$ cat src/rtl/castlab_of_collector.sv
// Output-feature collector: de-skews per-column psums into aligned rows.
// Tracks frame completion, overflow drops and timed-out short frames.
module castlab_of_collector #(
    parameter int OF_NUM      = 4,
    parameter int OF_BITWIDTH = 16,
    parameter int FIFO_DEPTH  = 8,
    parameter int NUM_ROWS    = 64,
    parameter int TIMEOUT     = 16
) (
    input  logic                              clk,
    input  logic                              rst,
    input  logic [OF_NUM*OF_BITWIDTH-1:0]     of_i_data,
    input  logic [OF_NUM-1:0]                 of_i_valid,
    input  logic                              of_i_done,
    output logic [OF_NUM*OF_BITWIDTH-1:0]     m_data,
    output logic                              m_valid,
    input  logic                              m_ready,
    output logic                              m_last,
    output logic [$clog2(NUM_ROWS+1)-1:0]     m_row_cnt,
    output logic                              col_done,
    output logic                              ovf_err,
    output logic                              short_err
);

    localparam int AW = $clog2(FIFO_DEPTH);
    localparam int CW = $clog2(NUM_ROWS+1);
    localparam int TW = (TIMEOUT > 1) ? $clog2(TIMEOUT) : 1;
    localparam int W  = OF_BITWIDTH;
    localparam logic [AW:0] PTR_ONE = (AW+1)'(1);

    typedef enum logic [1:0] {
        IDLE,
        COLLECT,
        WAIT,
        DONE
    } state_t;

    state_t state, state_nx;

    logic [W-1:0]      mem    [OF_NUM][FIFO_DEPTH];
    logic [AW:0]       wr_ptr [OF_NUM];
    logic [AW:0]       rd_ptr [OF_NUM];
    logic [OF_NUM-1:0] empty;
    logic [OF_NUM-1:0] full;
    logic [OF_NUM-1:0] push_ok;
    logic [OF_NUM*W-1:0] head_row;
    logic              load;
    logic              hs;
    logic              flush;
    logic              drop;
    logic [TW-1:0]     tmo;
    logic [CW-1:0]     cnt_base;
    logic [CW-1:0]     row_idx;
    logic              last_nx;

    // FIFO status, head row, push acceptance and output-register load
    always_comb begin
        empty    = '0;
        full     = '0;
        push_ok  = '0;
        head_row = '0;
        for (int j = 0; j < OF_NUM; j++) begin
            empty[j] = (wr_ptr[j] == rd_ptr[j]);
            full[j]  = (wr_ptr[j][AW] != rd_ptr[j][AW]) &&
                       (wr_ptr[j][AW-1:0] == rd_ptr[j][AW-1:0]);
            head_row[j*W +: W] = mem[j][rd_ptr[j][AW-1:0]];
        end
        hs   = m_valid && m_ready;
        load = (&(~empty)) && (!m_valid || m_ready) && !flush;
        for (int j = 0; j < OF_NUM; j++) begin
            push_ok[j] = of_i_valid[j] && (!full[j] || load) && !flush;
        end
        drop     = (|(of_i_valid & full)) && !load && !flush;
        cnt_base = (state == DONE) ? '0 : m_row_cnt;
        row_idx  = cnt_base + CW'(m_valid);
        last_nx  = (row_idx == CW'(NUM_ROWS-1));
    end

    // Frame FSM: next state and timeout flush
    always_comb begin
        state_nx = state;
        flush    = 1'b0;
        unique case (state)
            IDLE: begin
                if (|of_i_valid) state_nx = COLLECT;
            end
            COLLECT: begin
                if (hs && m_last)   state_nx = DONE;
                else if (of_i_done) state_nx = WAIT;
            end
            WAIT: begin
                if (hs && m_last) begin
                    state_nx = DONE;
                end else if (tmo == TW'(TIMEOUT-1)) begin
                    flush    = 1'b1;
                    state_nx = DONE;
                end
            end
            DONE: begin
                state_nx = IDLE;
            end
            default: state_nx = IDLE;
        endcase
    end

    assign col_done = (state == DONE);

    // Lane FIFO storage writes
    always_ff @(posedge clk) begin
        for (int j = 0; j < OF_NUM; j++) begin
            if (push_ok[j]) mem[j][wr_ptr[j][AW-1:0]] <= of_i_data[j*W +: W];
        end
    end

    // Pointers, output register, counters, FSM state and sticky flags
    always_ff @(posedge clk) begin
        if (rst) begin
            state     <= IDLE;
            m_data    <= '0;
            m_valid   <= 1'b0;
            m_last    <= 1'b0;
            m_row_cnt <= '0;
            ovf_err   <= 1'b0;
            short_err <= 1'b0;
            tmo       <= '0;
            for (int j = 0; j < OF_NUM; j++) begin
                wr_ptr[j] <= '0;
                rd_ptr[j] <= '0;
            end
        end else begin
            state <= state_nx;
            for (int j = 0; j < OF_NUM; j++) begin
                if (flush) begin
                    wr_ptr[j] <= '0;
                    rd_ptr[j] <= '0;
                end else begin
                    if (push_ok[j]) wr_ptr[j] <= wr_ptr[j] + PTR_ONE;
                    if (load)       rd_ptr[j] <= rd_ptr[j] + PTR_ONE;
                end
            end
            if (flush) begin
                m_valid <= 1'b0;
                m_last  <= 1'b0;
            end else if (load) begin
                m_valid <= 1'b1;
                m_data  <= head_row;
                m_last  <= last_nx;
            end else if (hs) begin
                m_valid <= 1'b0;
                m_last  <= 1'b0;
            end
            if (state == DONE) m_row_cnt <= hs ? CW'(1) : '0;
            else if (hs)       m_row_cnt <= m_row_cnt + CW'(1);
            if (state != WAIT) tmo <= '0;
            else               tmo <= tmo + TW'(1);
            if (drop)  ovf_err   <= 1'b1;
            if (flush) short_err <= 1'b1;
        end
    end

endmodule

$ cat config.mk
export PLATFORM = sky130hd
export DESIGN_NAME = castlab_of_collector
export DESIGN_NICKNAME = d
export VERILOG_FILES = /design/src/rtl/castlab_of_collector.sv
export SDC_FILE = /design/constraint.sdc
export NUM_CORES = 1
export LEC_CHECK = 0
export ABC_AREA = 0
export ABC_CLOCK_PERIOD_IN_PS = 9500
export CELL_PAD_IN_SITES_DETAIL_PLACEMENT = 0
export CELL_PAD_IN_SITES_GLOBAL_PLACEMENT = 2
export CORE_MARGIN = 2
export CORE_UTILIZATION = 49
export DETAILED_ROUTE_END_ITERATION = 12
export PLACE_DENSITY = 0.95
export SYNTH_ARGS = -nofsm -noshare
export SYNTH_HDL_FRONTEND = slang
export SYNTH_SLANG_ARGS = --single-unit
$ cat constraint.sdc
create_clock -name clk -period 9.5 [get_ports clk]
set_input_delay 1.9 -clock clk [delete_from_list [all_inputs] [get_ports clk]]
set_output_delay 1.9 -clock clk [all_outputs]
set_load 0.02 [all_outputs]
; ---- Word level (Yosys, flattened, before mapping)
; Memory sizes are Yosys's and may differ from the RTL's.
; Cells that the tools add are included.
[totals]
regBits = 81
rom_bits = 0
output_inout_bits = 76
n_memories = 3
in_bits = 72
latch_bits = 0
ram_bits = 544
[memory_table]
columns = memory, words, width, read_ports, rd_clocked_by_memory_dff, wr, line
row1 = mem, 4, 128, 4, 0, 4, 40  ; logic [W-1:0] mem [OF_NUM][FIFO_DEPTH];
row2 = rd_ptr, 4, 4, 4, 0, 4, 42  ; logic [AW:0] rd_ptr [OF_NUM];
row3 = wr_ptr, 4, 4, 4, 0, 4, 41  ; logic [AW:0] wr_ptr [OF_NUM];
[op_classes]
add_sub_neg = 11
order_cmp = 12
mux = 81
reduce_logical = 44
shifts = 0
bitwise = 27
n_eq_ne = 21
mul = 0
n_div = 0
[op_table]
columns = op, count
row1 = two-way mux 128 bit, 4
row2 = binary-select mux 16 bit (select 3 bit), 4
row3 = demux 16 bit (select 3 bit), 4
row4 = two-way mux 16 bit, 12
row5 = two-way mux 4 bit, 16
row6 = "adder 4 x 1 -> 4 bit, second input constant", 9
row7 = "greater-or-equal comparator 4 bit, second input constant", 8
row8 = two-way mux 1 bit, 32
row9 = inverter 3 -> 4 bit, 8
row10 = logical AND 1 bit, 22
row11 = two-way mux 7 bit, 3
row12 = == test 4 bit, 4
row13 = "less-than comparator 4 x 1 -> 1 bit, second input constant", 4
row14 = bitwise OR 1 bit, 16
row15 = == test 3 bit, 4
row16 = two-way mux 2 bit, 5
row17 = case mux 2 bit (4 select lines), 1
row18 = OR reduction 4 bit, 2
row19 = adder 7 x 1 -> 7 bit, 1
row20 = "adder 7 x 1 -> 7 bit, second input constant", 1
row21 = "== test 7 x 6 -> 1 bit, second input constant", 1
row22 = logical NOT 1 bit, 7
row23 = "!= test 3 bit, second input constant", 2
row24 = logical OR 1 bit, 5
row25 = other kinds (14), 21

; ---- Depth between registers and ports, before layout
[logic_depth]
ltp_word = 14
mapped_depth = 9
ltp_nobuf = 8

; ---- Worst setup path after synthesis
; Ideal clock, no wire load.
[synth_path]
kind = input to register
from = in m_ready
to = mem mem[2][112] (netlist bit) (enable)
setup_time_ps = 436
path_buffers = 1
stages = 6
arrival_ps = 4691
path_slack_ps = 4372
cell_sequence = nand3_1 -> and3_1 -> nor3_2 -> a21oi_1 -> buf_2 -> nor4b_1
[synth_lines]
columns = element, line
row1 = from (decl), 17  ; input logic m_ready,
row2 = to (decl), 40

==> results.yml <==
grt:
  busiest_layer: "met2"
  grtUsageMet3_pct: 4.09
  grt_usage_pct: 19.4
  grt_pass1_vias: 13000
  grtUsageMet1_pct: 26.5
  grt_pass1_wl_um: 75500
  overflow: 0
  antenna_found_initial: 1
  grt_max_degree: 86
  gr-usage-met2_pct: 32.1
place:
  gp_congestion: 0.757
  place_area_um2: 26800
  place.port_buffers: 147
  place_hpwl_um: 28500
yosys:
  synthAdderAreaFrac_pct: 0.823
  ys_warn_count: 0
  synth_ff_type: "edfxtp_1"
  synth-xor-area-share_pct: 1.40
  synth_top_family_by_area: "multiplexers"
  synth_edf_count: 544
  synth.cell_area_um2: 24300
  synthSimpleGateAreaFrac_pct: 3.64
  synthMostInstantiatedCell: "edfxtp_1"
  synth_compound_area_share_pct: 3.80
  synth_area_leaders: "edfxtp_1 (67%), mux4_2 (12%), dfxtp_1 (6.7%), mux2i_1 (2.7%), a211oi_1 (2.0%)"
  postSynthAreaPerCell_um2: 19.0
  async_reset_ff_share_pct: 0
  ys_seq_elements: 625
  yosysTopAreaCellShare_pct: 67.2
  ys_seq_area_share_pct: 73.8
  synth.mux.area_fraction_pct: 14.6
  synth_cells: 1281
  synth_top_cell_by_area: "edfxtp_1"
  synthesis.nets: 1369
  ys_types: 38
  synth_common_cells: "edfxtp_1 (544), mux4_2 (128), dfxtp_1 (81)"
worst_setup_path:
  path_cells: "clkdlybuf4s50_1 -> nand3_1 -> and3_1 -> nor3_4 -> buf_4 -> a21oi_1 -> buf_4 -> nor4_2 -> buf_4"
  path_max_fanout: 71
  reg2reg_slack_ps: 5400
  cpPeakStageDelay_ps: 890
  cp.required_ps: 9810
  worst-endpoint-arrival_ps: 5460
  start_kind: "input pin"
  slowest_stage: "nor4_2"
  path_buf_inv: 4
  critPathKind: "in -> reg"
  cp_common_cell: "buf_4"
  endpoint_kind: "flop"
  cp_top_family: "buffers and inverters"
route:
  drtIter0Drc: 821
  post_drt_wl_per_cell_um: 22.2
  drc_errors: 0
  via_per_inst: 5.66
  wl_um: 48300
  detail-route-antenna-nets: 0
  num_vias: 12300
  dr.pass1.iters: 5
pwr:
  power.total_uw: 8510
  p_leak_uw: 0.00932
  power_density_nw_per_um2: 294
  ir_drop_v: 0.000234
clock_network:
  worstSkewPairLatency_ps: 610
  cts-resized-gates: 0
  cts_hold_buf: 0
  post_cts_buffers: 0
  clockBufferDepth: 3
  cts_max_level: 2
  cts_tree: "yes"
  cts.sinks: 625
  cts_buffers: 60
  cts_root_buffer: "clkbuf_16"
  clkTransAtPathRegs_ps: 60
run_status:
  status: "complete, no violations"
floorplanning:
  dieHeight_um: 227
  coreArea_um2: 49000
  die_area_um2: 51400
  fp.dieW_um: 227
  row_count: 81
  ios: 148
  initial_core_util_pct: 49.7
layout:
  post-route-util_pct: 59.0
  area_delta_synth_final_pct: 18.8
  final_area_um2: 28900
  finalNetCount: 1542
  drive_gt1_share_pct: 21.2
timing:
  slew_headroom_pct: 15.1
  hold_viol_final: 0
  fin_skew_ps: 18.4
  tns_ps: 0
  fin_crit_sh_pct: 54.2
  slew_violations: 0
  timing.hold.ws_ps: 456
  rsz0062_at_grt: "no"
  tightestPinTransition_ps: 1270
  fmax_mhz: 194
  period_needed_ps: 5150
  finalSetupViolCount: 0
run:
  maxCapViolations: 0
min_path:
  hold_path.class: "reg -> reg"
cell usage in the layout, fill, tap and decap left out, drive strengths merged, types with 16 or more instances in the layout:
master / count
clkdlybuf4s50: 146
a211oi: 64
buf: 56
nand3: 17
ha: 16
nand2: 27
clkbuf: 71
nor2: 27
clkinv: 21
a21oi: 72
mux4: 128
edfxtp: 544
mux2i: 66
xor2: 29
dfxtp: 81
nor4: 31
kinds of logic (layout without fill, tap and decap cells):
family                   count (synthesis)  in the layout
AO/OA/AOI/OAI                          149            149
XOR/XNOR                                39             39
adder cells (fa/ha/maj)                 16             16
buffers and inverters                   97            320
flip-flops                             625            625
multiplexers                           194            194
other                                    0              2
AND/OR/NAND/NOR                        161            161
worst reg2reg max path, stage by stage, from the launching register on:
cell and delay [ps]:
edfxtp_1 320, buf_4 550, xor2_1 250, nor4_1 120, nor3_4 120, buf_4 760
a21oi_1 200, buf_4 250, nor4_2 890, buf_4 330
through the flow:
stage	cells	worst slack, ps
4_1_cts	2168	4410
3_3_place_gp	2056	3880
3_5_place_dp	2056	3730
5_1_grt	2168	4150
6_report	2170	4350
2_1_floorplan	1281	4370
layer usage:
layer | vias up | part of all wire, %
met5 | - | 0.025
met4 | 2 | 1.8
met3 | 64 | 5.2
met2 | 280 | 50
met1 | 6371 | 43
li1 | 5572 | -
report_power, final:
group / internal [uW] / total (uW) / switching [uW]
combinational: 1080 / 2540 / 1460
clock: 1520 / 2510 / 994
sequential: 3330 / 3460 / 133
worst paths after layout:
| check | startpoint | end | cells past startpoint |
|---|---|---|---|
| worst max-delay path | m_ready | mem[1][35]$_DFFE_PP_ | 9 |
| worst max register to register | rd_ptr[3][0]$_SDFFCE_PN0P_ | mem[1][35]$_DFFE_PP_ | 9 |
| worst min-delay path | tmo[0]$_SDFF_PP0_ | tmo[0]$_SDFF_PP0_ | 1 |
| worst min register to register | tmo[0]$_SDFF_PP0_ | tmo[0]$_SDFF_PP0_ | 1 |
registers in the layout, summed over array words and instances, names as in the netlist, 2 cells and up:
| signal | count |
|---|---|
| rd_ptr | 16 |
| tmo | 4 |
| m_data | 64 |
| wr_ptr | 16 |
| m_row_cnt | 7 |
| state | 2 |
| mem | 512 |
final cells by class:
class | instances | area, um2
Inverter | 6 | 22.5
Timing Repair Buffer | 202 | 1880
Antenna cell | 2 | 5.00
Fill cell | 3540 | 20100
Clock buffer | 71 | 1580
Clock inverter | 41 | 520
Tap cell | 664 | 831
Multi-Input combinational cell | 559 | 6100
Sequential cell | 625 | 18000
Power figures use the tool's default switching activity.
==> variant (same settings) <==
Re-encode `state_t` (4 states) as one-hot, 4 bits wide.
--- a/src/rtl/castlab_of_collector.sv
+++ b/src/rtl/castlab_of_collector.sv
@@ -28,11 +28,11 @@
     localparam int W  = OF_BITWIDTH;
     localparam logic [AW:0] PTR_ONE = (AW+1)'(1);
 
-    typedef enum logic [1:0] {
-        IDLE,
-        COLLECT,
-        WAIT,
-        DONE
+    typedef enum logic [3:0] {
+        IDLE    = 4'b0001,
+        COLLECT = 4'b0010,
+        WAIT    = 4'b0100,
+        DONE    = 4'b1000
     } state_t;
 
     state_t state, state_nx;
Formal check against the unedited RTL: no difference found for any inputs over 4 cycles, from zero or initial values and one cycle with rst high; so few cycles prove little.
==> variant against the original RTL <==
Setup slack better by 0.11 ns. Critical endpoint is now mem[2][124]. Sequential cell count is 2 higher. Power is 0.14% lower. Final area is 0.26% higher. Sequential power is 1% higher. Wire length is 5.9% higher. Area after synthesis is 0.83% higher. Register-to-register slack worse by 0.35 ns. Cell count is 1.8% higher. Critical path depth is 1 lower.
==> variant: results <==
[yosys]
ys_types = 37
synth_common_cells = "edfxtp_1 (544), mux4_2 (128), dfxtp_1 (83)"
ys_async_sr_fraction_pct = 0
synth_area_leaders = "edfxtp_1 (67%), mux4_2 (12%), dfxtp_1 (6.8%)"
synth_seq_area_share_pct = 73.38
synth_nets = 1410
synth_edf_count = 544
synthCells = 1326
ys.flop_type = "edfxtp_1"
synth_warnings = 0

[cells_and_area]
drive_above_1_share_pct = 20.21
largest_reg_flops = 512
final_nets = 1577
fillers = 3536

[global_route]
grt_usage_pct = 19.77
grt_pass1_vias = 13358
grt_start_max_net_pins = 78
antenna_found_initial = 2
grt_pass1_wl_mm = 79.21

[critical_path]
path_max_fanout = 47
r2r_cells = 7
reg2reg_from = "rd_ptr[2][1]"
cp-startpoint = "m_ready"
worstReg2RegEnd = "mem[2][124]"
cp.arrival_ns = 5.34
reg2reg_setup_slack_ns = 5.05

[drt]
first_iter_violations = 1044
wire_per_inst_um = 23.13
wl_mm = 51.10
dr.pass1.iters = 5
avgViaCountPerCell = 5.767

[clock_network]
insertion_delay_ns = 0.62
clockBufferDepth = 3
htreeDepth = 2
cts_resized = 0
cts.clk_slew.worst_paths_ns = 0.06
post_cts_buffers = 0
cts_buffers = 61
clock-root-buffer = "clkbuf_16"

[place]
hpwlAfterDp_mm = 30.01
port_buffers = 147
place.gp.congestion = 0.7610
post-place-ws_ns = 3.864
place_area_sq_um = 26910
dp.cells = 2094

[timing]
tightest_slew_ns = 1.258
skew_ns = 0.02326

[power_and_ir_drop]
power_leakage_uw = 0.009499
ir_drop_v = 0.0002621
switching_power_uw = 2621

[hold_path]
min-delay-path-class = "reg2reg"
min_from = "tmo[0]"
whs_path_depth = 1
holdPathEnd = "tmo[0]"

[outcome]
outcome = "completed"
-- variant: cell count changes after synthesis, moves of 9 or more --
cell,before,now
buf_2,43,20
a211oi_1,64,44
nand2_1,27,13
buf_4,9,0
nor2b_1,3,13
nand3_1,17,61
nor4_1,31,7
a211oi_2,0,20
nor2_1,27,61
nand2b_1,10,1
nor3_1,12,25
clkbuf_1,28,58
-- variant: stage by stage --
stage | utilization (%) | hold slack [ns] | power (uW)
after floorplan | - | 0.4176 | 5320
after global placement | 54.76 | 0.4322 | 6040
final | 58.95 | 0.4620 | 8497
after global routing | 58.94 | 0.4820 | 8887
after detailed placement | 54.76 | 0.4526 | 6101
after CTS | 58.94 | 0.4658 | 8576
-- variant: metal layers --
metal | up-vias | global-route usage (%) | part of all wire [%]
li1 | 5685 | - | -
met1 | 6602 | 26.02 | 41
met2 | 366 | 33.96 | 51
met3 | 82 | 3.472 | 5.2
met4 | 4 | 5.695 | 2.0
met5 | - | 0 | 0.061
-- variant: worst max path at each step --
stage,endpoint,slack [ns]
2_1_floorplan,mem[0][100],4.85
3_3_place_gp,mem[2][101],4.04
3_5_place_dp,mem[2][116],3.86
4_1_cts,mem[2][124],4.48
5_1_grt,mem[2][124],4.24
6_report,mem[2][124],4.46
-- variant: cell families (layout without fill, tap and decap cells) --
family          after synthesis  after routing  share of synthesized area (%)
simple gates                208            208                          4.275
buf+inv                      96            314                          1.663
mux                         194            194                          14.45
fa+ha+maj                    12             12                         0.6121
compound gates              148            148                          4.163
flops                       627            627                          73.38
other cells                   0              1                              0
xor+xnor                     41             41                          1.464
-- variant: critical path: stages --
cell and delay (ns):
clkdlybuf4s50_1 0.61, and3_1 0.32, nor3_4 0.07, nor3_4 0.19, buf_4 0.54, a21oi_1 0.49
nor2_1 0.85, buf_4 0.33
-- variant: area by class of cell --
class | instances | share of cell area [%]
inverters | 6 | 0.07773
flip-flops and latches | 627 | 62.11
multi-input cells | 603 | 21.54
repair buffers | 194 | 6.287
clock inverters | 37 | 1.412
diodes | 1 | 0.008636
clock buffers | 77 | 5.691
well taps | 664 | 2.867
-- variant: power groups by stage --
stage / sequential [uW] / combinational (uW) / clock [uW]
6_report: 3500 / 2540 / 2460
2_1_floorplan: 3610 / 1710 / 0
3_5_place_dp: 3550 / 2550 / 0
3_3_place_gp: 3540 / 2500 / 0
4_1_cts: 3500 / 2570 / 2510
5_1_grt: 3530 / 2740 / 2620
